$ cat config.mk
export PLATFORM = sky130hd
export DESIGN_NAME = av_recvpacket
export DESIGN_NICKNAME = d
export VERILOG_FILES = /design/src/rtl/av_recvpacket_pkg.sv /design/src/rtl/av_recvpacket_desc_fifo.sv /design/src/rtl/av_recvpacket.sv
export SDC_FILE = /design/constraint.sdc
export NUM_CORES = 1
export LEC_CHECK = 0
export ABC_AREA = 0
export CORE_AREA = 8 8 250 300
export CTS_BUF_LIST = sky130_fd_sc_hd__clkbuf_16
export CTS_CLUSTER_SIZE = 16
export DETAILED_ROUTE_END_ITERATION = 10
export DIE_AREA = 0 0 258 308
export GPL_TIMING_DRIVEN = 0
export PLACE_DENSITY_LB_ADDON = 0.25
export RECOVER_POWER = 50
export SETUP_SLACK_MARGIN = 0.05
export SKIP_LAST_GASP = 1
export SYNTH_ARGS = -nofsm -noshare
export SYNTH_HDL_FRONTEND = slang
export SYNTH_SLANG_ARGS = --single-unit
$ cat constraint.sdc
create_clock -name clk -period 10.8 [get_ports clk]
set_input_delay 1.08 -clock clk [delete_from_list [all_inputs] [get_ports clk]]
set_output_delay 1.08 -clock clk [all_outputs]
set_load 0.03 [all_outputs]
$ cat src/rtl/av_recvpacket_pkg.sv
// Shared constants for the UDP receive-descriptor block: register map,
// STATUS/CONTROL bit positions and the descriptor layout.
package av_recvpacket_pkg;

  localparam int DEFAULT_FIFO_DEPTH = 4;
  localparam int DESC_W             = 144;

  // Avalon-MM word addresses
  localparam logic [3:0] ADDR_STATUS      = 4'd0;
  localparam logic [3:0] ADDR_CONTROL     = 4'd1;
  localparam logic [3:0] ADDR_LENGTH      = 4'd2;
  localparam logic [3:0] ADDR_SRC_PORT    = 4'd3;
  localparam logic [3:0] ADDR_DST_PORT    = 4'd4;
  localparam logic [3:0] ADDR_SRC_IP      = 4'd5;
  localparam logic [3:0] ADDR_SRC_MAC_LSB = 4'd6;
  localparam logic [3:0] ADDR_SRC_MAC_MSB = 4'd7;

  // STATUS bit positions
  localparam int STAT_NOT_EMPTY = 0;
  localparam int STAT_FULL      = 1;
  localparam int STAT_COUNT_LSB = 2;
  localparam int STAT_COUNT_W   = 5;
  localparam int STAT_OVERFLOW  = 8;
  localparam int STAT_DROPS_LSB = 16;

  // CONTROL bit positions
  localparam int CTRL_IRQ_EN = 0;
  localparam int CTRL_POP    = 1;
  localparam int CTRL_CLEAR  = 2;

  // One received-packet descriptor. The reserved half-word is always stored
  // as zero so it doubles as the zero-extension of the MAC MSB register.
  typedef struct packed {
    logic [15:0] rsvd;
    logic [47:0] src_mac;
    logic [31:0] src_ip;
    logic [15:0] dst_port;
    logic [15:0] src_port;
    logic [15:0] length;
  } desc_t;

endpackage

$ cat src/rtl/av_recvpacket_desc_fifo.sv
// Descriptor FIFO: power-of-two depth, wrapping pointers, head always visible.
// A push and pop in the same cycle both take effect, even when full.
module recv_desc_fifo #(
  parameter int DEPTH = 4,
  parameter int W     = 144,
  parameter int AW    = (DEPTH > 1) ? $clog2(DEPTH) : 1,
  parameter int CW    = AW + 1
) (
  input  logic          clk,
  input  logic          reset,
  input  logic          push,
  input  logic          pop,
  input  logic [W-1:0]  din,
  output logic          full,
  output logic          empty,
  output logic [CW-1:0] count,
  output logic [W-1:0]  head
);

  logic [W-1:0]  mem [DEPTH];
  logic [AW-1:0] wr_ptr_reg;
  logic [AW-1:0] rd_ptr_reg;
  logic [CW-1:0] count_reg;
  logic          do_push;
  logic          do_pop;

  assign empty   = (count_reg == '0);
  assign full    = (count_reg == CW'(DEPTH));
  assign do_pop  = pop & ~empty;
  assign do_push = push & (~full | do_pop);
  assign count   = count_reg;
  assign head    = mem[rd_ptr_reg];

  // Storage array: written at the tail, no reset needed.
  always_ff @(posedge clk) begin
    if (do_push) mem[wr_ptr_reg] <= din;
  end

  // Pointers wrap naturally at DEPTH; count tracks occupancy.
  always_ff @(posedge clk) begin
    if (reset) begin
      wr_ptr_reg <= '0;
      rd_ptr_reg <= '0;
      count_reg  <= '0;
    end else begin
      if (do_push) wr_ptr_reg <= wr_ptr_reg + 1'b1;
      if (do_pop)  rd_ptr_reg <= rd_ptr_reg + 1'b1;
      case ({do_push, do_pop})
        2'b10:   count_reg <= count_reg + 1'b1;
        2'b01:   count_reg <= count_reg - 1'b1;
        default: count_reg <= count_reg;
      endcase
    end
  end

endmodule

$ cat src/rtl/av_recvpacket.sv
// Avalon-MM slave buffering descriptors of received UDP packets, with an
// overflow/drop counter and a level interrupt while descriptors are pending.
module av_recvpacket
  import av_recvpacket_pkg::*;
#(
  parameter int FIFO_DEPTH = DEFAULT_FIFO_DEPTH
) (
  input  logic        clk,
  input  logic        reset,
  input  logic [3:0]  address,
  input  logic        write,
  input  logic        read,
  input  logic [31:0] writedata,
  output logic [31:0] readdata,
  input  logic        rx_packet_valid,
  input  logic [15:0] rx_length_i,
  input  logic [15:0] rx_src_port_i,
  input  logic [15:0] rx_dst_port_i,
  input  logic [31:0] rx_src_IP_i,
  input  logic [47:0] rx_src_MAC_i,
  output logic        irq
);

  localparam int AW = (FIFO_DEPTH > 1) ? $clog2(FIFO_DEPTH) : 1;
  localparam int CW = AW + 1;

  logic          rx_valid_d_reg;
  logic          rx_armed_reg;
  logic          irq_enable_reg;
  logic          overflow_reg;
  logic [15:0]   drop_cnt_reg;
  logic [31:0]   readdata_reg;
  logic          irq_reg;

  logic          push_evt;
  logic          ctrl_wr;
  logic          pop_cmd;
  logic          clear_cmd;
  logic          drop;
  logic          fifo_full;
  logic          fifo_empty;
  logic [CW-1:0] fifo_count;
  desc_t         push_desc;
  desc_t         head_desc;
  logic [31:0]   status_word;
  logic [31:0]   rd_mux;

  // A push needs a low-to-high transition seen after reset; a level already
  // high when reset releases is not a new packet, so wait until it drops.
  assign push_evt  = rx_packet_valid & ~rx_valid_d_reg & rx_armed_reg;
  assign ctrl_wr   = write & (address == ADDR_CONTROL);
  assign pop_cmd   = ctrl_wr & writedata[CTRL_POP];
  assign clear_cmd = ctrl_wr & writedata[CTRL_CLEAR];
  assign drop      = push_evt & fifo_full & ~(pop_cmd & ~fifo_empty);

  assign push_desc = '{rsvd:     16'h0,
                       src_mac:  rx_src_MAC_i,
                       src_ip:   rx_src_IP_i,
                       dst_port: rx_dst_port_i,
                       src_port: rx_src_port_i,
                       length:   rx_length_i};

  recv_desc_fifo #(
    .DEPTH (FIFO_DEPTH),
    .W     (DESC_W)
  ) u_fifo (
    .clk   (clk),
    .reset (reset),
    .push  (push_evt),
    .pop   (pop_cmd),
    .din   (push_desc),
    .full  (fifo_full),
    .empty (fifo_empty),
    .count (fifo_count),
    .head  (head_desc)
  );

  // Edge detector for rx_packet_valid plus the post-reset arming flag.
  always_ff @(posedge clk) begin
    if (reset) begin
      rx_valid_d_reg <= 1'b0;
      rx_armed_reg   <= 1'b0;
    end else begin
      rx_valid_d_reg <= rx_packet_valid;
      if (!rx_packet_valid) rx_armed_reg <= 1'b1;
    end
  end

  // CONTROL, overflow flag and saturating drop counter; a drop in the same
  // cycle as CLEAR wins, leaving overflow set and one drop counted.
  always_ff @(posedge clk) begin
    if (reset) begin
      irq_enable_reg <= 1'b0;
      overflow_reg   <= 1'b0;
      drop_cnt_reg   <= '0;
    end else begin
      if (ctrl_wr) irq_enable_reg <= writedata[CTRL_IRQ_EN];
      if (clear_cmd) begin
        overflow_reg <= drop;
        drop_cnt_reg <= drop ? 16'd1 : 16'd0;
      end else if (drop) begin
        overflow_reg <= 1'b1;
        if (drop_cnt_reg != 16'hFFFF) drop_cnt_reg <= drop_cnt_reg + 16'd1;
      end
    end
  end

  // STATUS word assembly.
  always_comb begin
    status_word = '0;
    status_word[STAT_NOT_EMPTY] = ~fifo_empty;
    status_word[STAT_FULL]      = fifo_full;
    status_word[STAT_COUNT_LSB +: STAT_COUNT_W] = STAT_COUNT_W'(fifo_count);
    status_word[STAT_OVERFLOW]  = overflow_reg;
    status_word[STAT_DROPS_LSB +: 16] = drop_cnt_reg;
  end

  // Read decode; descriptor registers read zero when nothing is buffered.
  always_comb begin
    rd_mux = '0;
    case (address)
      ADDR_STATUS:      rd_mux = status_word;
      ADDR_CONTROL:     rd_mux = {31'b0, irq_enable_reg};
      ADDR_LENGTH:      if (!fifo_empty) rd_mux = {16'h0, head_desc.length};
      ADDR_SRC_PORT:    if (!fifo_empty) rd_mux = {16'h0, head_desc.src_port};
      ADDR_DST_PORT:    if (!fifo_empty) rd_mux = {16'h0, head_desc.dst_port};
      ADDR_SRC_IP:      if (!fifo_empty) rd_mux = head_desc.src_ip;
      ADDR_SRC_MAC_LSB: if (!fifo_empty) rd_mux = head_desc.src_mac[31:0];
      ADDR_SRC_MAC_MSB: if (!fifo_empty) rd_mux = {head_desc.rsvd, head_desc.src_mac[47:32]};
      default:          rd_mux = '0;
    endcase
  end

  // Registered read data (held while read is low) and registered interrupt.
  always_ff @(posedge clk) begin
    if (reset) begin
      readdata_reg <= '0;
      irq_reg      <= 1'b0;
    end else begin
      if (read) readdata_reg <= rd_mux;
      irq_reg <= irq_enable_reg & ~fifo_empty;
    end
  end

  assign readdata = readdata_reg;
  assign irq      = irq_reg;

endmodule

==> impl_results.html, run 1 <==
<table>
<tr><th>Metric</th><th>Value</th></tr>
<tr><th colspan="2">Outcome</th></tr>
<tr><td>Run status</td><td>finished with violations</td></tr>
<tr><td>Failing checks</td><td>max-capacitance violations, max-slew violations</td></tr>
<tr><th colspan="2">Critical path</th></tr>
<tr><td>CP startpoint kind</td><td>primary input</td></tr>
<tr><td>Required time of the worst setup path</td><td>11080 ps</td></tr>
<tr><td>Worst setup EP type</td><td>flip-flop</td></tr>
<tr><td>Worst setup startpoint</td><td>address[0]</td></tr>
<tr><td>Largest fanout of any net on the critical path</td><td>34</td></tr>
<tr><td>Critical path type</td><td>in -&gt; reg</td></tr>
<tr><td>Crit path arrival time</td><td>about 5600 ps</td></tr>
<tr><td>Startpoint of the lowest-slack register-to-register path</td><td>u_fifo.count[2]</td></tr>
<tr><td>Cell count of the worst reg-to-reg path</td><td>6</td></tr>
<tr><th colspan="2">Min path</th></tr>
<tr><td>Cell depth of the worst hold path</td><td>2</td></tr>
<tr><td>Worst hold-check path type</td><td>reg -&gt; reg</td></tr>
<tr><td>Hold path startpoint</td><td>rx_armed_reg</td></tr>
<tr><th colspan="2">Synthesis</th></tr>
<tr><td>Syn_area_per_cell</td><td>slightly below 20 sq um</td></tr>
<tr><td>Most repeated cell in the gate-level netlist after synthesis</td><td>sky130_fd_sc_hd__edfxtp_1</td></tr>
<tr><td>Synth top area share</td><td>69.4%</td></tr>
<tr><td>Proportion of synthesized flip-flops having asynchronous set or reset</td><td>0%</td></tr>
<tr><td>Leading post-synthesis cells by instance count</td><td>sky130_fd_sc_hd__edfxtp_1, sky130_fd_sc_hd__mux4_2, sky130_fd_sc_hd__dfxtp_1</td></tr>
<tr><td>Number of standard cells after synthesis</td><td>1142</td></tr>
<tr><td>Cell taking the most area after synthesis</td><td>sky130_fd_sc_hd__edfxtp_1</td></tr>
<tr><td>Synth top area cells</td><td>sky130_fd_sc_hd__edfxtp_1, sky130_fd_sc_hd__mux4_2, sky130_fd_sc_hd__dfxtp_1, sky130_fd_sc_hd__nand2_1, sky130_fd_sc_hd__a22oi_1</td></tr>
<tr><td>Count of flip-flops with a built-in enable after synthesis</td><td>512</td></tr>
<tr><td>Synthesized Nets</td><td>approximately 1300</td></tr>
<tr><td>Top flip-flop cell by instance count after synthesis</td><td>sky130_fd_sc_hd__edfxtp_1</td></tr>
<tr><td>Part of the Yosys area used for sequential elements</td><td>between 70% and 80%</td></tr>
<tr><td>Number of synthesized register bits</td><td>574</td></tr>
<tr><td>Synthesized cell area</td><td>22200 sq um</td></tr>
<tr><td>Yosys Warn Count</td><td>0</td></tr>
<tr><td>Distinct cell type count of the synthesized netlist</td><td>61</td></tr>
<tr><th colspan="2">Place</th></tr>
<tr><td>Count of buffers from port buffering</td><td>around 170</td></tr>
<tr><td>Placed wire-length estimate</td><td>40800 um</td></tr>
<tr><td>Cell Area, Placed</td><td>25300 sq um</td></tr>
<tr><td>Routability congestion estimate</td><td>~0.8</td></tr>
<tr><td>Cell count after placement</td><td>2247</td></tr>
<tr><th colspan="2">Die</th></tr>
<tr><td>DIE HEIGHT</td><td>roughly 310 um</td></tr>
<tr><td>Number of placed I/O pins</td><td>202</td></tr>
<tr><td>Number of cell rows</td><td>107</td></tr>
<tr><td>Floorplan core area</td><td>~70000 sq um</td></tr>
<tr><td>Die Outline Area</td><td>approximately 80000 sq um</td></tr>
<tr><td>Width of the die</td><td>258 um</td></tr>
<tr><td>Starting Density</td><td>31.5%</td></tr>
<tr><th colspan="2">Global routing</th></tr>
<tr><td>Initial antenna violation count</td><td>47</td></tr>
<tr><td>Leftover overflow at the end of global routing</td><td>0</td></tr>
<tr><td>First-pass GRT wire length</td><td>86000 um</td></tr>
<tr><td>Via count of the first global-routing pass</td><td>12469</td></tr>
<tr><td>Pin count of the biggest net entering global routing</td><td>54</td></tr>
<tr><td>Combined global-route utilization of all metal layers</td><td>between 10% and 20%</td></tr>
<tr><th colspan="2">STA</th></tr>
<tr><td>Maximum clock frequency</td><td>190 MHz</td></tr>
<tr><td>Worst slew slack as a fraction of its limit</td><td>-71.1%</td></tr>
<tr><td>Share of the clock period used by the worst path</td><td>48.8%</td></tr>
<tr><td>Final max-slew violation count</td><td>20</td></tr>
<tr><td>Final Hold Fails</td><td>0</td></tr>
<tr><td>RSZ-0062 raised after global routing</td><td>no</td></tr>
<tr><td>Setup Total Neg Slack</td><td>0 ps</td></tr>
<tr><td>Post-route minimum period</td><td>approximately 5300 ps</td></tr>
<tr><td>Worst setup skew after layout</td><td>21.8 ps</td></tr>
<tr><td>Actual transition at the worst max-transition pin</td><td>2500 ps</td></tr>
<tr><td>Setup Viol. Count Final</td><td>0</td></tr>
<tr><th colspan="2">Clocking</th></tr>
<tr><td>Number of sinks handled by clock tree synthesis</td><td>~570</td></tr>
<tr><td>Hold-fix buffers, CTS</td><td>0</td></tr>
<tr><td>H-tree depth</td><td>2</td></tr>
<tr><td>Number of resized instances in the post-cts repair step</td><td>0</td></tr>
<tr><td>Clock root cell</td><td>sky130_fd_sc_hd__clkbuf_16</td></tr>
<tr><td>Skew-Pair Late Insertion Delay</td><td>600 ps</td></tr>
<tr><td>Number of buffers inserted during clock tree synthesis</td><td>56</td></tr>
<tr><td>Register clock-pin slew on the reported worst setup and hold paths</td><td>70 ps</td></tr>
<tr><td>Buffers inserted during post-CTS setup optimization</td><td>0</td></tr>
<tr><td>Buffer levels on the longest clock path</td><td>3</td></tr>
<tr><td>TritonCTS clock tree</td><td>built</td></tr>
<tr><th colspan="2">Cells and area</th></tr>
<tr><td>Count of nets after finishing</td><td>~1600</td></tr>
<tr><td>Area growth from synthesis to layout</td><td>21.9%</td></tr>
<tr><td>Largest register FFs</td><td>~500</td></tr>
<tr><td>Number of filler instances in the final layout</td><td>6465</td></tr>
<tr><td>Finished layout cell area</td><td>27000 sq um</td></tr>
<tr><td>Non-filler instance count after layout</td><td>~2400</td></tr>
<tr><td>Layout cells sized above 1</td><td>17.1%</td></tr>
<tr><th colspan="2">Route</th></tr>
<tr><td>Met1 routed wirelength after detailed routing</td><td>about 24000 um</td></tr>
<tr><td>Average wire length per cell after detail routing</td><td>between 20 and 30 um</td></tr>
<tr><td>Detailed-routed wire length on met2</td><td>29500 um</td></tr>
<tr><td>Met3 wire len</td><td>4300 um</td></tr>
<tr><td>Iteration-0 DRC count of the detailed router</td><td>between 900 and 1000</td></tr>
<tr><td>Residual DRC</td><td>0</td></tr>
<tr><td>DR top layer</td><td>met5</td></tr>
<tr><td>Number of optimization iterations in the first detailed-route pass</td><td>5</td></tr>
<tr><td>Routed wire length</td><td>59400 um</td></tr>
<tr><td>Vias</td><td>11896</td></tr>
<tr><td>DR vias/cell</td><td>5.03</td></tr>
<tr><td>Antenna Nets Post-Route</td><td>0</td></tr>
<tr><th colspan="2">Run</th></tr>
<tr><td>Number of max-capacitance violations reported</td><td>2</td></tr>
<tr><th colspan="2">Power and ir drop</th></tr>
<tr><td>Static leakage</td><td>8.41 nW</td></tr>
<tr><td>Peak ir drop on the vdd network</td><td>0.0977 mV</td></tr>
<tr><td>Power density over the cells</td><td>between 150 and 200 nW/um^2</td></tr>
</table>
routing by layer:
layer | vias up | GRT usage [%]
met5 | - | 0
met4 | 30 | 3.94
met3 | 132 | 4.55
met2 | 341 | 24.9
met1 | 6164 | 18.0
li1 | 5229 | -
report_power, final:
group / leakage [nW] / internal, mW / total, mW / switching, mW
Combinational: 2.36 / 0.0689 / 0.162 / 0.0935
Clock: 0.918 / 1.05 / 1.86 / 0.815
Sequential: 5.13 / 2.45 / 2.45 / 0.00744
layout make-up:
type	count	area, sq um	share of cell area, %
antenna	15	37.5	0.139
buffer	72	314	1.16
clock buffer	57	1430	5.28
clock inverter	46	305	1.13
inverter	12	45.0	0.167
multi-input combinational	484	5160	19.1
sequential	574	16600	61.5
tap	926	1160	4.29
timing repair buffer	179	1950	7.22
worst paths after layout:
kind                            end  slack (ps)
setup reg to reg    drop_cnt_reg[9]        6960
setup / recovery  u_fifo.mem[0][91]        5530
hold / removal         rx_armed_reg         470
hold reg to reg        rx_armed_reg         470
through the flow:
step	total power [mW]	hold slack (ps)	utilization [%]	setup slack, ps
4_1_cts	4.54	474	38.4	6620
5_1_grt	4.61	500	38.4	5140
3_3_place_gp	2.67	456	35.6	1300
3_5_place_dp	2.68	465	36.0	5990
6_report	4.48	470	38.4	5530
2_1_floorplan	2.56	434	-	5180
cell families after synthesis:
logic type                 share of synthesized area, %
adders and majority gates                         0.373
AOI/OAI and AO/OA                                  5.47
muxes                                              13.2
buffers and inverters                              1.63
and+or+nand+nor                                    3.84
DFF                                                75.0
xor gates and xnor gates                          0.553
cell usage in the layout, fill, tap and decap left out, types with 4 or more instances in the layout:
cell type / synthesis / routed
sky130_fd_sc_hd__inv_1: 12 / 29
sky130_fd_sc_hd__nor2_1: 40 / 40
sky130_fd_sc_hd__nor3_1: 4 / 4
sky130_fd_sc_hd__ha_1: 5 / 5
sky130_fd_sc_hd__o221a_2: 4 / 4
sky130_fd_sc_hd__clkbuf_1: 36 / 38
sky130_fd_sc_hd__a22oi_1: 23 / 23
sky130_fd_sc_hd__a21oi_1: 24 / 24
sky130_fd_sc_hd__nand2_1: 54 / 54
sky130_fd_sc_hd__a211oi_1: 8 / 8
sky130_fd_sc_hd__buf_2: 24 / 23
sky130_fd_sc_hd__a41oi_1: 4 / 4
sky130_fd_sc_hd__buf_1: 9 / 8
sky130_fd_sc_hd__mux4_2: 122 / 122
sky130_fd_sc_hd__nor2b_1: 11 / 11
sky130_fd_sc_hd__clkinv_1: 0 / 15
sky130_fd_sc_hd__a2111oi_2: 5 / 5
sky130_fd_sc_hd__clkinv_2: 0 / 9
sky130_fd_sc_hd__clkbuf_16: 0 / 57
sky130_fd_sc_hd__dfxtp_1: 62 / 62
sky130_fd_sc_hd__bufinv_16: 0 / 4
sky130_fd_sc_hd__and2_4: 0 / 4
sky130_fd_sc_hd__a311oi_1: 17 / 17
sky130_fd_sc_hd__a32oi_1: 17 / 17
sky130_fd_sc_hd__o21ai_0: 6 / 6
sky130_fd_sc_hd__diode_2: 0 / 15
sky130_fd_sc_hd__nand3_1: 33 / 33
sky130_fd_sc_hd__edfxtp_1: 512 / 512
sky130_fd_sc_hd__clkdlybuf4s50_1: 0 / 8
sky130_fd_sc_hd__o221a_1: 4 / 4
sky130_fd_sc_hd__mux2i_1: 15 / 15
sky130_fd_sc_hd__a31oi_1: 9 / 9
sky130_fd_sc_hd__xnor2_1: 13 / 13
sky130_fd_sc_hd__buf_16: 0 / 8
sky130_fd_sc_hd__and3_1: 7 / 7
sky130_fd_sc_hd__dlygate4sd3_1: 0 / 161
critical path, cell delays in order:
cell and delay, ps:
sky130_fd_sc_hd__dlygate4sd3_1 700, sky130_fd_sc_hd__nor4b_1 1470, sky130_fd_sc_hd__nand3_1 430, sky130_fd_sc_hd__a31oi_1 640
sky130_fd_sc_hd__and2_4 610, sky130_fd_sc_hd__buf_16 280, sky130_fd_sc_hd__buf_12 270
Note: power is estimated with default switching activity, not from simulation.
==> run 2: changes to the inputs <==
==> constraint.sdc (replaced) <==
create_clock -name clk -period 4.6 [get_ports clk]
set_input_delay 0.46 -clock clk [delete_from_list [all_inputs] [get_ports clk]]
set_output_delay 0.46 -clock clk [all_outputs]
set_load 0.03 [all_outputs]
==> run 2 against run 1 <==
The run now ends clean. Largest power group unchanged. Core utilization increased by 0.055 points. Critical endpoint is now u_fifo.mem[1][8]. Total power is 130% higher. Design area grew 0.14%. Largest cell class unchanged. Die area unchanged.
==> impl_results.html, run 2 (synthesis gave the netlist of run 1 again) <==
<table>
<tr><th>Metric</th><th>Value</th></tr>
<tr><th colspan="2">Route</th></tr>
<tr><td>Vias</td><td>11726 (-1.4%)</td></tr>
<tr><td>Routed wire length</td><td>59000 um (-0.67%)</td></tr>
<tr><td>DR vias/cell</td><td>4.96 (-1.5%)</td></tr>
<tr><td>Residual DRC</td><td>0 (unchanged)</td></tr>
<tr><td>Number of optimization iterations in the first detailed-route pass</td><td>7 (+2)</td></tr>
<tr><td>Antenna Nets Post-Route</td><td>0 (unchanged)</td></tr>
<tr><td>Iteration-0 DRC count of the detailed router</td><td>764 (-17%)</td></tr>
<tr><td>Average wire length per cell after detail routing</td><td>24.9 um (-0.71%)</td></tr>
<tr><th colspan="2">Cells and area</th></tr>
<tr><td>Area growth from synthesis to layout</td><td>22.1%</td></tr>
<tr><td>Leading cell types in the layout, fill and taps excluded</td><td>sky130_fd_sc_hd__edfxtp_1, sky130_fd_sc_hd__dlygate4sd3_1, sky130_fd_sc_hd__mux4_2, sky130_fd_sc_hd__dfxtp_1, sky130_fd_sc_hd__clkbuf_16</td></tr>
<tr><td>Layout cells sized above 1</td><td>17.6% (+0.42 points)</td></tr>
<tr><td>Number of filler instances in the final layout</td><td>6426 (-0.60%)</td></tr>
<tr><td>Largest register FFs</td><td>512 (unchanged)</td></tr>
<tr><td>Area of all sequential standard cells</td><td>16600 sq um (unchanged)</td></tr>
<tr><td>Most common cell after layout, fill and taps aside</td><td>sky130_fd_sc_hd__edfxtp_1</td></tr>
<tr><td>Fin util</td><td>38.5% (+0.055 points)</td></tr>
<tr><td>Multi-input logic area</td><td>5200 sq um (+0.65%)</td></tr>
<tr><td>Non-filler instance count after layout</td><td>2366 (+0.042%)</td></tr>
<tr><td>Count of nets after finishing</td><td>1554 (unchanged)</td></tr>
<tr><th colspan="2">Die</th></tr>
<tr><td>Number of placed I/O pins</td><td>202 (unchanged)</td></tr>
<tr><td>Floorplan core area</td><td>70300 sq um (unchanged)</td></tr>
<tr><td>DIE HEIGHT</td><td>308 um (unchanged)</td></tr>
<tr><td>Die Outline Area</td><td>79500 sq um (unchanged)</td></tr>
<tr><td>Width of the die</td><td>258 um (unchanged)</td></tr>
<tr><td>Number of cell rows</td><td>107 (unchanged)</td></tr>
<tr><td>Starting Density</td><td>31.5% (unchanged)</td></tr>
<tr><th colspan="2">Critical path</th></tr>
<tr><td>Crit path arrival time</td><td>3870 ps (-1690 ps)</td></tr>
<tr><td>Required time of the worst setup path</td><td>4860 ps (-6220 ps)</td></tr>
<tr><td>Slack of the worst reg-to-reg path</td><td>1670 ps (-5290 ps)</td></tr>
<tr><td>Largest fanout of any net on the critical path</td><td>52 (+53%)</td></tr>
<tr><td>CP startpoint kind</td><td>primary input</td></tr>
<tr><td>Critical path type</td><td>in -&gt; reg</td></tr>
<tr><td>Worst setup EP type</td><td>flip-flop</td></tr>
<tr><th colspan="2">Power and ir drop</th></tr>
<tr><td>Share of total power in the clock network</td><td>41.5% (about the same)</td></tr>
<tr><td>Static leakage</td><td>8.39 nW (-0.22%)</td></tr>
<tr><td>Reported net switching power</td><td>2.16 mW (+140%)</td></tr>
<tr><td>Sequential share of power</td><td>54.9% (about the same)</td></tr>
<tr><td>Comb power frac</td><td>3.6% (about the same)</td></tr>
<tr><td>Switching part of the total</td><td>20.6% (+0.11 points)</td></tr>
<tr><td>Peak ir drop on the vdd network</td><td>0.233 mV (+140%)</td></tr>
<tr><td>Internal Power</td><td>8.34 mW (+130%)</td></tr>
<tr><td>Power density over the cells</td><td>388 nW/um^2 (+130%)</td></tr>
<tr><th colspan="2">Run</th></tr>
<tr><td>Number of max-capacitance violations reported</td><td>0 (-2)</td></tr>
<tr><th colspan="2">STA</th></tr>
<tr><td>Final Worst Setup Slack</td><td>993 ps (-4530 ps)</td></tr>
<tr><td>Worst setup skew after layout</td><td>21.1 ps (-0.678 ps)</td></tr>
<tr><td>RSZ-0062 raised after global routing</td><td>no</td></tr>
<tr><td>Final max-slew violation count</td><td>0 (-100%)</td></tr>
<tr><td>Setup Viol. Count Final</td><td>0 (unchanged)</td></tr>
<tr><td>Maximum clock frequency</td><td>277 MHz</td></tr>
<tr><td>Share of the clock period used by the worst path</td><td>78.4%</td></tr>
<tr><td>Actual transition at the worst max-transition pin</td><td>937 ps (-1560 ps)</td></tr>
<tr><td>Final Hold Fails</td><td>0 (unchanged)</td></tr>
<tr><td>Post-route minimum period</td><td>3610 ps</td></tr>
<tr><td>Worst slew slack as a fraction of its limit</td><td>36.9% (+110 points)</td></tr>
<tr><th colspan="2">Clocking</th></tr>
<tr><td>H-tree depth</td><td>2 (unchanged)</td></tr>
<tr><td>Clock root cell</td><td>sky130_fd_sc_hd__clkbuf_16</td></tr>
<tr><td>Number of buffers inserted during clock tree synthesis</td><td>56 (unchanged)</td></tr>
<tr><td>Hold-fix buffers, CTS</td><td>0 (unchanged)</td></tr>
<tr><td>Register clock-pin slew on the reported worst setup and hold paths</td><td>60 ps (about the same)</td></tr>
<tr><td>Buffers inserted during post-CTS setup optimization</td><td>0 (unchanged)</td></tr>
<tr><td>Skew-Pair Late Insertion Delay</td><td>610 ps (about the same)</td></tr>
<tr><td>Number of sinks handled by clock tree synthesis</td><td>574 (unchanged)</td></tr>
<tr><td>Buffer levels on the longest clock path</td><td>3 (unchanged)</td></tr>
<tr><td>Number of resized instances in the post-cts repair step</td><td>0 (unchanged)</td></tr>
<tr><td>TritonCTS clock tree</td><td>built</td></tr>
<tr><th colspan="2">Place</th></tr>
<tr><td>Placed wire-length estimate</td><td>40900 um (+0.39%)</td></tr>
<tr><td>Pre-CTS worst setup slack</td><td>454 ps (-5530 ps)</td></tr>
<tr><td>Cell count after placement</td><td>2247 (unchanged)</td></tr>
<tr><td>Count of buffers from port buffering</td><td>169 (unchanged)</td></tr>
<tr><td>Routability congestion estimate</td><td>0.791 (-0.73%)</td></tr>
<tr><th colspan="2">Global routing</th></tr>
<tr><td>Via count of the first global-routing pass</td><td>12363 (-0.85%)</td></tr>
<tr><td>Initial antenna violation count</td><td>43 (-8.5%)</td></tr>
<tr><td>Pin count of the biggest net entering global routing</td><td>53 (-1.9%)</td></tr>
<tr><td>Combined global-route utilization of all metal layers</td><td>14.7% (+0.039 points)</td></tr>
<tr><td>Leftover overflow at the end of global routing</td><td>0 (unchanged)</td></tr>
<tr><td>First-pass GRT wire length</td><td>85900 um (-0.14%)</td></tr>
<tr><th colspan="2">Outcome</th></tr>
<tr><td>Run status</td><td>finished clean</td></tr>
<tr><th colspan="2">Min path</th></tr>
<tr><td>Worst hold-check path type</td><td>in -&gt; reg</td></tr>
</table>
## run 2: cell type report
cell class                 instances  area share (%)
multi-input combinational        484            19.2
clock buffer                      58            5.36
antenna                           16           0.148
sequential                       574            61.4
timing repair buffer             179            7.24
clock inverter                    45            1.05
inverter                          12           0.166
buffer                            72            1.13
tap                              926            4.28
## run 2: worst paths after layout
path,from,endpoint,cells after the start
worst max-delay path,address[0],u_fifo.mem[1][8],6
worst min-delay path,write,irq_enable_reg,3
worst max register to register,flip-flop,readdata[14],7
worst min register to register,rx_armed_reg,rx_armed_reg,2
## run 2: power by group through the flow
stage | Sequential (mW) | Clock (mW) | Combinational [mW]
floorplan | 5.89 | 0 | 0.128
global placement | 5.88 | 0 | 0.391
detailed placement | 5.87 | 0 | 0.410
CTS | 5.76 | 4.48 | 0.412
global route | 5.76 | 4.63 | 0.410
finish | 5.76 | 4.36 | 0.379
## run 2: metal layers
metal	up-vias	part of all wire, %	global-route usage (%)
li1	5239	-	-
met1	5995	41	18.2
met2	338	49	24.9
met3	128	7.5	4.33
met4	26	2.2	3.82
met5	-	0.28	0
## run 2: critical path, stage by stage
cell                            delay, ps
sky130_fd_sc_hd__dlygate4sd3_1        700
sky130_fd_sc_hd__nor4b_4              550
sky130_fd_sc_hd__nand3_1              300
sky130_fd_sc_hd__a31oi_1              620
sky130_fd_sc_hd__and2_4               740
sky130_fd_sc_hd__buf_16               340
## run 2: metrics by stage
| step | power, mW | instance area [sq um] | TNS, ps | hold WS (ps) |
|---|---|---|---|---|
| 2_1_floorplan | 6.01 | 22200 | 0 | 434 |
| 3_3_place_gp | 6.27 | 25000 | -764350 | 465 |
| 3_5_place_dp | 6.28 | 25300 | 0 | 456 |
| 4_1_cts | 10.7 | 27000 | 0 | 209 |
| 5_1_grt | 10.8 | 27000 | 0 | 273 |
| 6_report | 10.5 | 27100 | 0 | 259 |
